--- config.mk ---
export PLATFORM = sky130hd
export DESIGN_NAME = network_source_batched
export DESIGN_NICKNAME = d
export VERILOG_FILES = /design/src/rtl/network_source_batched_pkg.sv /design/src/rtl/network_source_batched_sat_add.sv /design/src/rtl/network_source_batched.sv
export SDC_FILE = /design/constraint.sdc
export NUM_CORES = 1
export LEC_CHECK = 0
export CORE_ASPECT_RATIO = 1.25
export CORE_MARGIN = 5
export CORE_UTILIZATION = 53
export DETAILED_ROUTE_END_ITERATION = 12
export MAX_ROUTING_LAYER = met4
export PLACE_DENSITY_LB_ADDON = 0.15
export REMOVE_ABC_BUFFERS = 1
export SLEW_MARGIN = 20
export SYNTH_ARGS = -nofsm -noshare
export SYNTH_HDL_FRONTEND = slang
export SYNTH_SLANG_ARGS = --single-unit
--- constraint.sdc ---
create_clock -name clk -period 5.25 [get_ports clk]
set_clock_uncertainty 0.15 [all_clocks]
set_input_delay 1.3125 -clock clk [delete_from_list [all_inputs] [get_ports clk]]
set_output_delay 1.3125 -clock clk [all_outputs]
set_load 0.01 [all_outputs]
--- src/rtl/network_source_batched_pkg.sv ---
`default_nettype none
// ============================================================================
// Module      : network_source_batched_pkg
// Description : Dispatch opcodes and width helpers for the batched network
//               source (prefix width, slot index/slot/run-count widths).
// Revision    : 1.0 - initial release
// ============================================================================
package network_source_batched_pkg;

  // Opcode prefix occupies the top PFX_WIDTH bits of every packet.
  localparam int PFX_WIDTH = 3;

  // Dispatch opcodes; unlisted encodings are treated like NOP.
  typedef enum logic [PFX_WIDTH-1:0] {
    OP_NOP = 3'd0,
    OP_RUN = 3'd1,
    OP_SPK = 3'd2,
    OP_CLR = 3'd3,
    OP_FIN = 3'd4
  } opcode_t;

  // Neuron index field width: max(1, clog2(num_inp)).
  function automatic int idx_width(input int num_inp);
    return (num_inp <= 2) ? 1 : $clog2(num_inp);
  endfunction

  // One spike slot is {vld, idx, charge}.
  function automatic int slot_width(input int num_inp, input int charge_width);
    return 1 + idx_width(num_inp) + charge_width;
  endfunction

  // RUN/FIN count field is everything below the opcode.
  function automatic int run_width(input int pkt_width);
    return pkt_width - PFX_WIDTH;
  endfunction

endpackage : network_source_batched_pkg
`default_nettype wire

--- src/rtl/network_source_batched_sat_add.sv ---
`default_nettype none
// ============================================================================
// Module      : network_source_batched_sat_add
// Description : Combinational two's-complement saturating adder. Result is
//               clamped to [-2^(WIDTH-1), 2^(WIDTH-1)-1]; clip flags a clamp.
// Revision    : 1.0 - initial release
// ============================================================================
module network_source_batched_sat_add #(
  parameter int WIDTH = 8
) (
  input  logic signed [WIDTH-1:0] a,
  input  logic signed [WIDTH-1:0] b,
  output logic signed [WIDTH-1:0] sum,
  output logic                    clip
);

  logic [WIDTH:0] wide;

  // One guard bit: overflow shows up as the two top bits disagreeing.
  assign wide = {a[WIDTH-1], a} + {b[WIDTH-1], b};
  assign clip = wide[WIDTH] ^ wide[WIDTH-1];

  // On overflow the guard bit carries the true sign of the result.
  assign sum = clip ? (wide[WIDTH] ? {1'b1, {(WIDTH-1){1'b0}}}
                                   : {1'b0, {(WIDTH-1){1'b1}}})
                    : wide[WIDTH-1:0];

endmodule : network_source_batched_sat_add
`default_nettype wire

--- src/rtl/network_source_batched.sv ---
`default_nettype none
// ============================================================================
// Module      : network_source_batched
// Description : Decodes dispatch packets (NOP/RUN/SPK/CLR/FIN) into per-
//               timestep network input frames. SPK packets carry several
//               spike slots that build a pending frame while the current run
//               streams; RUN/FIN promote the pending frame to the output.
// Revision    : 1.0 - initial release
// ============================================================================
module network_source_batched
  import network_source_batched_pkg::*;
#(
  parameter int PKT_WIDTH    = 32,
  parameter int SPK_PER_PKT  = 2,
  parameter int ACCUMULATE   = 1,
  parameter int NUM_INP      = 4,
  parameter int CHARGE_WIDTH = 8
) (
  input  logic                                  clk,
  input  logic                                  rst,
  input  logic                                  src_valid,
  output logic                                  src_ready,
  input  logic [PKT_WIDTH-1:0]                  src,
  input  logic                                  net_ready,
  output logic                                  net_valid,
  output logic                                  net_last,
  output logic                                  net_rst,
  // Two's-complement charge per input neuron, element i = neuron i.
  output logic [NUM_INP-1:0][CHARGE_WIDTH-1:0]  net_inp,
  output logic                                  sat_flag
);

  localparam int IDX_WIDTH  = idx_width(NUM_INP);
  localparam int SLOT_WIDTH = slot_width(NUM_INP, CHARGE_WIDTH);
  localparam int RUN_WIDTH  = run_width(PKT_WIDTH);

  opcode_t                               op;
  logic [RUN_WIDTH-1:0]                  run_n;
  logic [RUN_WIDTH-1:0]                  run_counter;
  logic                                  last;
  logic [NUM_INP-1:0][CHARGE_WIDTH-1:0]  pend;
  logic [NUM_INP-1:0][CHARGE_WIDTH-1:0]  pend_next;
  logic [NUM_INP-1:0][SPK_PER_PKT-1:0]   clip_hits;

  logic [SPK_PER_PKT-1:0]                   slot_vld;
  logic [SPK_PER_PKT-1:0][IDX_WIDTH-1:0]    slot_idx;
  logic [SPK_PER_PKT-1:0][CHARGE_WIDTH-1:0] slot_chg;

  logic accept;
  logic ctrl_ok;
  logic load;
  logic clr_acc;
  logic spk_acc;
  logic spk_clip;
  logic hs;

  assign op    = opcode_t'(src[PKT_WIDTH-1 -: PFX_WIDTH]);
  assign run_n = src[RUN_WIDTH-1:0];

  assign net_valid = (run_counter != '0);
  assign net_last  = last && (run_counter == RUN_WIDTH'(1));
  assign hs        = net_valid && net_ready;

  // RUN/FIN may enter on the final beat of a run so runs chain without a bubble.
  assign ctrl_ok = (run_counter == '0) || ((run_counter == RUN_WIDTH'(1)) && net_ready);

  // Readiness depends on the offered opcode only, never on src_valid.
  always_comb begin
    src_ready = 1'b1;
    case (op)
      OP_RUN, OP_FIN: src_ready = ctrl_ok;
      OP_CLR:         src_ready = (run_counter == '0);
      default:        src_ready = 1'b1;
    endcase
  end

  assign accept  = src_valid && src_ready;
  assign load    = accept && ((op == OP_RUN) || (op == OP_FIN)) && (run_n != '0);
  assign clr_acc = accept && (op == OP_CLR);
  assign spk_acc = accept && (op == OP_SPK);
  assign spk_clip = |clip_hits;

  // Unpack the spike slots of the current packet.
  for (genvar k = 0; k < SPK_PER_PKT; k++) begin : g_slot_fields
    assign slot_chg[k] = src[k*SLOT_WIDTH +: CHARGE_WIDTH];
    assign slot_idx[k] = src[k*SLOT_WIDTH + CHARGE_WIDTH +: IDX_WIDTH];
    assign slot_vld[k] = src[k*SLOT_WIDTH + CHARGE_WIDTH + IDX_WIDTH];
  end

  // Per neuron, slots are applied in ascending order so the highest slot
  // wins on overwrite and duplicates chain through the adders on accumulate.
  // An out-of-range index never matches any neuron and is thereby ignored.
  for (genvar i = 0; i < NUM_INP; i++) begin : g_inp
    for (genvar k = 0; k < SPK_PER_PKT; k++) begin : g_slot
      logic [CHARGE_WIDTH-1:0] prev;
      logic [CHARGE_WIDTH-1:0] nxt;
      logic [CHARGE_WIDTH-1:0] sum;
      logic                    clip;
      logic                    hit;

      if (k == 0) begin : g_first
        assign prev = pend[i];
      end else begin : g_chain
        assign prev = g_slot[k-1].nxt;
      end

      assign hit = slot_vld[k] && (slot_idx[k] == IDX_WIDTH'(i));

      network_source_batched_sat_add #(
        .WIDTH (CHARGE_WIDTH)
      ) u_sat_add (
        .a    (prev),
        .b    (slot_chg[k]),
        .sum  (sum),
        .clip (clip)
      );

      assign nxt = hit ? ((ACCUMULATE != 0) ? sum : slot_chg[k]) : prev;
      assign clip_hits[i][k] = hit && (ACCUMULATE != 0) && clip;
    end

    assign pend_next[i] = g_slot[SPK_PER_PKT-1].nxt;
  end

  // Run counter and output frame: a RUN/FIN load takes priority over the
  // handshake that would otherwise consume a timestep.
  always_ff @(posedge clk) begin
    if (rst) begin
      run_counter <= '0;
      net_inp     <= '0;
    end else if (load) begin
      run_counter <= run_n;
      net_inp     <= pend;
    end else if (hs) begin
      run_counter <= run_counter - RUN_WIDTH'(1);
      net_inp     <= '0;
    end else if (clr_acc) begin
      net_inp     <= '0;
    end
  end

  // Pending frame: emptied on promotion or CLR, otherwise built by SPKs.
  always_ff @(posedge clk) begin
    if (rst) begin
      pend <= '0;
    end else if (load || clr_acc) begin
      pend <= '0;
    end else if (spk_acc) begin
      pend <= pend_next;
    end
  end

  // Sticky clip flag, one-cycle clear pulse and the FIN marker.
  always_ff @(posedge clk) begin
    if (rst) begin
      sat_flag <= 1'b0;
      net_rst  <= 1'b0;
      last     <= 1'b0;
    end else begin
      net_rst <= clr_acc;
      if (clr_acc) begin
        sat_flag <= 1'b0;
      end else if (spk_acc && spk_clip) begin
        sat_flag <= 1'b1;
      end
      if (load && (op == OP_FIN)) begin
        last <= 1'b1;
      end else if (hs && net_last) begin
        last <= 1'b0;
      end
    end
  end

endmodule : network_source_batched
`default_nettype wire
==> impl_metrics.py, run 1 <==
metrics = {
    "die": {
        "io_pins": 73,
        "die_area_sq_mm": 0.0173,
        "core.rowCount": 49,
        "die_x_um": 119,
        "die_h_um": 146,
        "initial_core_util_pct": 54.1,
        "design.core.area_sq_mm": 0.0145,
    },
    "route": {
        "via_per_inst": 6.29,
        "wl_per_cell_um": 20.3,
        "drtAntennaViolNets": 0,
        "vias": 9158,
        "drt-total-wl_um": 29600,
        "first_iter_violations": 589,
        "dr.pass1.iters": 5,
        "drcViolationCount": 0,
    },
    "power": {
        "cellPowerDensity_mw_per_mm2": 294,
        "swShare_pct": 42.4,
        "ir_drop_uv": 168,
        "switchingPower_mw": 1.42,
        "leakagePower_nw": 4.73,
        "p_int_mw": 1.93,
        "seqPwrFrac_pct": 29.0,
        "p_comb_share_pct": 51.1,
        "clock_power_share_pct": 19.9,
    },
    "worst_setup_path": {
        "reg2reg_from": "g_inp[2].g_slot[0].prev[1]$_SDFFE_PP0P_",
        "reg2reg_depth": 18,
        "r2r_end": "g_inp[2].g_slot[0].prev[3]$_SDFFE_PP0P_",
        "arrival_ns": 5.45,
        "crit_fanout": 7,
        "rrSetupSlack_ns": 0.46,
        "critical_path_class": "in2reg",
        "required_ns": 5.32,
        "cp-start-kind": "input port",
        "crit_path_end_kind": "register",
    },
    "placement": {
        "port-buffer-count": 72,
        "gp_congestion": 0.983,
        "pre_cts_ws_ns": -1.12,
        "hpwl_um": 20900,
        "dpl.cell_count": 1425,
    },
    "sta": {
        "final.setup.tns_ns": -0.597,
        "drv_slew": 0,
        "layout_setup_ws_ns": -0.133,
        "hold_viol": 0,
        "rsz0062_at_grt": "yes",
        "clock.fmax_mhz": 186,
        "min_period_ns": 5.38,
        "max_slew_margin_pct": 32.6,
        "worst_pin_slew_ns": 1.01,
        "finalSetupViolCount": 7,
        "min_period_over_period_pct": 103,
        "fin_hold_ws_ns": 0.337,
    },
    "global_route": {
        "grt_max_degree": 65,
        "grt.overflow.total": 0,
        "grt_pass1_wl_um": 45500,
        "first_global_vias": 8856,
        "antenna_found_initial": 0,
        "grt.total_usage_pct": 33.5,
    },
    "cts": {
        "clock_latency_ns": 0.36,
        "cts_buffers": 9,
        "htree_num_levels": 3,
        "clockBufferDepth": 2,
        "cts_tree": "yes",
        "root_buffer": "clkbuf_16",
        "cts.clk_slew.worst_paths_ns": 0.08,
        "clock-sinks": 96,
    },
    "yosys": {
        "yosysTopAreaCell": "dfxtp_1",
        "seq_area_frac_synth_pct": 24.5,
        "yosysWarnings": 0,
        "async_flop_share_pct": 0,
        "synthesis.area_sq_mm": 0.00783,
        "avgSynthCellArea_sq_um": 7.81,
        "yosysUniqueCellTypes": 70,
        "synth_edf_count": 0,
        "ys_top_cells_by_area": "dfxtp_1, ha_1, nor2_1",
        "ys_seq_elements": 96,
        "yosys.area.top_type_share_pct": 24.5,
        "synthCells": 1003,
        "synth-main-ff-cell": "dfxtp_1",
    },
    "layout": {
        "area_delta_synth_final_pct": 45.2,
        "utilization_pct": 78.6,
        "drive_gt1_share_pct": 29.4,
        "num-fill-cells": 1075,
        "final_cell_mix": "buf_4, nor2_1, dfxtp_1",
        "finalNonFillerCells": 1455,
        "final_common_cell": "buf_4",
        "diodes": 0,
        "nets": 1382,
    },
    "run": {
        "drv_cap": 0,
    },
    "hold_path": {
        "hp-start": "last$_SDFFE_PP0P_",
        "hold_depth": 2,
        "hp-class": "reg2reg",
        "min_to": "last$_SDFFE_PP0P_",
    },
    "run_status": {
        "status": "complete, but fails checks",
        "violations": "negative setup slack",
    },
}
[how the worst max path moves through the flow]
| stage | startpoint | to | slack [ns] | cells after the start |
|---|---|---|---|---|
| 2_1_floorplan | src[0] | g_inp[2].g_slot[0].prev[5]$_SDFFE_PP0P_ | -0.39 | 18 |
| 5_1_grt | src[1] | g_inp[2].g_slot[0].prev[1]$_SDFFE_PP0P_ | -0.33 | 19 |
| 3_5_place_dp | src[1] | g_inp[2].g_slot[0].prev[0]$_SDFFE_PP0P_ | -1.12 | 19 |
| 4_1_cts | src[0] | g_inp[2].g_slot[0].prev[6]$_SDFFE_PP0P_ | -0.05 | 20 |
| 3_3_place_gp | src[1] | g_inp[1].g_slot[0].prev[4]$_SDFFE_PP0P_ | -1.09 | 20 |
| 6_report | src[1] | g_inp[2].g_slot[0].prev[3]$_SDFFE_PP0P_ | -0.13 | 19 |
[metrics by stage]
step           total power [mW]  instance area (sq um)
3_3_place_gp               2.51                  10200
3_5_place_dp               2.54                  10200
6_report                   3.35                  11400
4_1_cts                    3.26                  10900
2_1_floorplan              1.97                   7670
5_1_grt                    3.55                  11400
[synth_stat cells (5+ instances only)]
master and number:
and3_1 5, nand2_1 98, dfxtp_1 96, fa_1 8
inv_1 22, nand3_1 21, a21oi_1 77, nor3_1 33
maj3_1 9, a221oi_1 6, nor2b_1 8, o21bai_1 14
o21ai_0 55, a21o_1 19, o41ai_1 6, ha_1 66
o31ai_1 7, or3_1 6, or2_2 7, nor2_1 121
xnor2_1 38, o211ai_1 14, a31oi_1 10, nor4_1 17
o21a_1 14, xor2_1 35, or4_1 5, a211oi_1 42
buf_2 10, clkbuf_1 25, o22ai_1 5, nand2b_1 5
a22oi_1 35
[power groups by stage]
stage	combinational [mW]	clock (mW)	sequential, mW
floorplan	1.02	0	0.951
global placement	1.53	0	0.975
detailed placement	1.56	0	0.981
CTS	1.62	0.667	0.965
global route	1.86	0.699	0.985
finish	1.71	0.667	0.972
[cell type report]
type                    instances  area, sq um  area share (%)
clock buffers                   9          225            1.98
repair buffers                295         2420            21.3
inverters                      22         82.6           0.726
clock inverters                 7         62.6           0.550
flip-flops and latches         96         1920            16.9
well taps                     178          223            1.96
multi-input cells             848         6430            56.6
[kinds of logic after synthesis]
group / share of synthesized area (%)
adders and majority gates: 13.7
DFF: 24.5
xor gates and xnor gates: 8.17
muxes: 0.959
and+or+nand+nor: 21.4
buffers and inverters: 3.04
AOI/OAI and AO/OA: 28.1
[flip-flops by register name, indices dropped and copies added (netlist names)]
name / count
g_inp.g_slot.prev: 32
net_inp: 32
run_counter: 29
last: 1
net_rst: 1
sat_flag: 1
[critical path, stage by stage]
cell	delay, ns
buf_8	0.11
ha_4	0.23
a211oi_2	0.20
o21bai_1	0.12
o41ai_2	0.35
xor2_1	0.33
nand2_1	0.12
a21o_1	0.21
mux2_4	0.29
ha_4	0.17
fa_2	0.35
a21oi_2	0.18
o211ai_1	0.17
o21a_1	0.23
or4_4	0.46
nor2_4	0.15
a311oi_4	0.08
a221oi_2	0.30
nor3_1	0.08
[per-layer routing]
metal | share of wire [%] | global-route usage [%] | vias to the layer above
met4 | 5.0 | 15.0 | 0
met1 | 39 | 39.3 | 4340
met5 | 0 | - | -
met2 | 48 | 56.0 | 416
met3 | 7.5 | 5.87 | 127
li1 | - | - | 4275
[timing repair]
item                       4_1_cts  5_1_grt
setup buffers                    6       10
hold buffers                     0        0
gates resized for setup        109       75
pin swaps                       50       65
setup endpoints to repair       33       31
(Power assumes the default switching activity.)
==> inputs of run 2 (changes only) <==
--- a/config.mk
+++ b/config.mk
@@ -7,8 +7,9 @@
 export LEC_CHECK = 0
 export CORE_ASPECT_RATIO = 1.25
 export CORE_MARGIN = 5
-export CORE_UTILIZATION = 53
+export CORE_UTILIZATION = 55
 export DETAILED_ROUTE_END_ITERATION = 12
+export DONT_BUFFER_PORTS = 1
 export MAX_ROUTING_LAYER = met4
 export PLACE_DENSITY_LB_ADDON = 0.15
 export REMOVE_ABC_BUFFERS = 1
==> run 2 against run 1 <==
  * Setup slack gained 0.23 ns
  * The flow now finishes without violations
  * Hold slack worse by 0.037 ns
  * Combinational power shrank 17%
  * Clock power fell by 4.8%
  * Global-route usage decreased by 3.3 points
  * Highest routed layer unchanged
  * Fmax is 4.5% higher
  * Die area is 3.4% lower
  * Final cell count decreased by 13%
  * Sequential cell count is the same
  * First-iteration DRC count decreased by 0.85%
  * Register-to-register slack gained 0.08 ns
==> impl_metrics.py, run 2 (synthesis gave the netlist of run 1 again) <==
metrics = {
    "worst_setup_path": {
        "critPathTopFamily": "compound AO/OA/AOI/OAI gates",
        "rrSetupSlack_ns": 0.54,
        "cp_cell_sequence": "ha_4 -> a211oi_2 -> o21bai_1 -> o41ai_2 -> xor2_1 -> nand2_1 -> a21o_1 -> mux2_4 -> ha_4 -> fa_2 -> a21oi_2 -> o211ai_1 -> o21a_1 -> or4_4 -> nor2_4 -> a311oi_4 -> a221oi_2 -> nor3_1",
        "cp.buffers_inverters": 0,
        "crit_path_max_incr_delay_ns": 0.44,
        "cpMostUsedCell": "ha_4",
        "cp-start-kind": "input port",
        "reg2reg_from": "g_inp[2].g_slot[0].prev[1]$_SDFFE_PP0P_",
        "reg2reg_depth": 18,
        "crit_fanout": 10,
        "crit_path_end_kind": "register",
        "critical_path_class": "in2reg",
        "r2r_end": "g_inp[2].g_slot[0].prev[1]$_SDFFE_PP0P_",
        "crit_slowest_cell": "or4_4",
        "arrival_ns": 5.20,
        "required_ns": 5.30,
        "crit_cells": 18,
    },
    "global_route": {
        "grt.total_usage_pct": 30.2,
        "grt_pass1_wl_um": 38600,
        "antenna_found_initial": 0,
        "first_global_vias": 7639,
        "grt_max_degree": 66,
        "grt_use_met1_pct": 35.2,
        "met2_usage_pct": 50.1,
        "met3_usage_pct": 5.73,
        "grt.overflow.total": 0,
        "top_usage_layer": "met2",
    },
    "die": {
        "die_area_sq_mm": 0.0167,
        "design.core.area_sq_mm": 0.0139,
        "die_x_um": 117,
        "io_pins": 73,
        "die_h_um": 143,
        "initial_core_util_pct": 56.4,
        "core.rowCount": 48,
    },
    "route": {
        "drt-total-wl_um": 24800,
        "drtAntennaViolNets": 0,
        "dr.pass1.iters": 5,
        "first_iter_violations": 584,
        "vias": 7972,
        "via_per_inst": 6.29,
        "wl_per_cell_um": 19.5,
        "drcViolationCount": 0,
    },
    "placement": {
        "gp_congestion": 0.969,
        "dpl.cell_count": 1244,
        "port-buffer-count": 0,
        "hpwl_um": 17700,
    },
    "power": {
        "p_int_mw": 1.77,
        "swShare_pct": 41.5,
        "p_comb_share_pct": 47.0,
        "seqPwrFrac_pct": 32.0,
        "cellPowerDensity_mw_per_mm2": 327,
        "clock_power_share_pct": 21.0,
        "switchingPower_mw": 1.26,
        "ir_drop_uv": 341,
        "leakagePower_nw": 3.83,
    },
    "run_status": {
        "status": "finished, final reports clean",
    },
    "cts": {
        "cts.clk_slew.worst_paths_ns": 0.07,
        "clockBufferDepth": 2,
        "clock-sinks": 96,
        "htree_num_levels": 3,
        "root_buffer": "clkbuf_16",
        "cts_tree": "yes",
        "clock_latency_ns": 0.36,
        "cts_hold_buf": 0,
        "cts_buffers": 9,
    },
    "layout": {
        "nets": 1198,
        "finalNonFillerCells": 1268,
        "area_delta_synth_final_pct": 18.2,
        "final_cell_mix": "nor2_1, buf_4, nand2_1",
        "num-fill-cells": 1233,
        "diodes": 0,
        "drive_gt1_share_pct": 16.8,
        "final_common_cell": "nor2_1",
    },
    "sta": {
        "hold_viol": 0,
        "rsz0062_at_grt": "yes",
        "worst_pin_slew_ns": 1.08,
        "min_period_over_period_pct": 98.2,
        "clock.fmax_mhz": 194,
        "min_period_ns": 5.15,
        "finalSetupViolCount": 0,
        "max_slew_margin_pct": 28.2,
        "final.setup.tns_ns": 0,
        "drv_slew": 0,
    },
    "hold_path": {
        "hold_depth": 2,
        "hp-class": "reg2reg",
        "hp-start": "last$_SDFFE_PP0P_",
        "min_to": "last$_SDFFE_PP0P_",
    },
    "run": {
        "drv_cap": 0,
    },
}
-- run 2: changes by cell type in the layout (fill, tap and decap cells not counted), moves of 10 or more --
cell	delta
ha_4	-15
clkdlybuf4s50_1	-63
a211oi_1	+10
buf_4	-105
ha_1	+18
a211oi_2	-10
o21ai_0	+14
-- run 2: how the worst max path moves through the flow --
stage	startpoint	endpoint	slack, ns
floorplan	src[0]	g_inp[2].g_slot[0].prev[5]$_SDFFE_PP0P_	-0.39
global placement	src[0]	g_inp[2].g_slot[0].prev[5]$_SDFFE_PP0P_	-0.41
detailed placement	src[1]	g_inp[2].g_slot[0].prev[6]$_SDFFE_PP0P_	-0.54
CTS	src[1]	g_inp[2].g_slot[0].prev[6]$_SDFFE_PP0P_	0.02
global route	src[1]	g_inp[2].g_slot[0].prev[4]$_SDFFE_PP0P_	-0.17
finish	src[1]	g_inp[2].g_slot[0].prev[1]$_SDFFE_PP0P_	0.1
-- run 2: what timing repair did --
item	in CTS	in global routing
pin swaps	7	26
resized for setup	10	38
setup endpoints to repair	11	27
endpoints found under the hold margin	0	0
buffers inserted	3	5
-- run 2: cell type report --
class	count	area (sq um)	share of cell area, %
Multi-Input combinational cell	848	5920	64.0
Inverter	22	82.6	0.892
Clock inverter	4	30.0	0.324
Clock buffer	12	236	2.55
Timing Repair Buffer	111	846	9.14
Tap cell	175	219	2.37
Sequential cell	96	1920	20.8
-- run 2: metal layers --
metal | routed length, um | vias up
li1 | - | 3911
met1 | 10100 | 3734
met2 | 11900 | 250
met3 | 1790 | 77
met4 | 1040 | 0
met5 | 0 | -
-- run 2: metrics by stage --
step                      instance area (sq um)  worst slack, ns  hold slack [ns]  power (mW)  util [%]
after floorplan                            7670           -0.395            0.271        1.97         -
after global placement                     8690           -0.412            0.279        2.32      62.7
after detailed placement                   8690           -0.539            0.288        2.34      62.7
after CTS                                  9030           0.0231            0.297        2.98      65.1
after global routing                       9260           -0.173            0.329        3.22      66.7
final                                      9260           0.0967            0.300        3.03      66.7
-- run 2: tightest hold or removal path, cell delays in order (launching register included) --
cell and delay (ns):
dfxtp_1 0.31, nand2_1 0.05, a21oi_1 0.05
-- run 2: power groups by stage --
stage	sequential [mW]	clock (mW)	combinational, mW
6_report	0.968	0.635	1.42
2_1_floorplan	0.951	0	1.02
4_1_cts	0.967	0.638	1.38
3_5_place_dp	0.983	0	1.36
5_1_grt	0.982	0.673	1.57
3_3_place_gp	0.975	0	1.34
==> inputs of run 3 (changes only) <==
--- a/config.mk
+++ b/config.mk
@@ -5,11 +5,13 @@
 export SDC_FILE = /design/constraint.sdc
 export NUM_CORES = 1
 export LEC_CHECK = 0
+export ABC_CLOCK_PERIOD_IN_PS = 5250
 export CORE_ASPECT_RATIO = 1.25
 export CORE_MARGIN = 5
 export CORE_UTILIZATION = 55
 export DETAILED_ROUTE_END_ITERATION = 12
 export DONT_BUFFER_PORTS = 1
+export HOLD_SLACK_MARGIN = 0.02
 export MAX_ROUTING_LAYER = met4
 export PLACE_DENSITY_LB_ADDON = 0.15
 export REMOVE_ABC_BUFFERS = 1
==> results of run 3 <==
The final DEF is identical to that of run 2; final timing and power are the same.
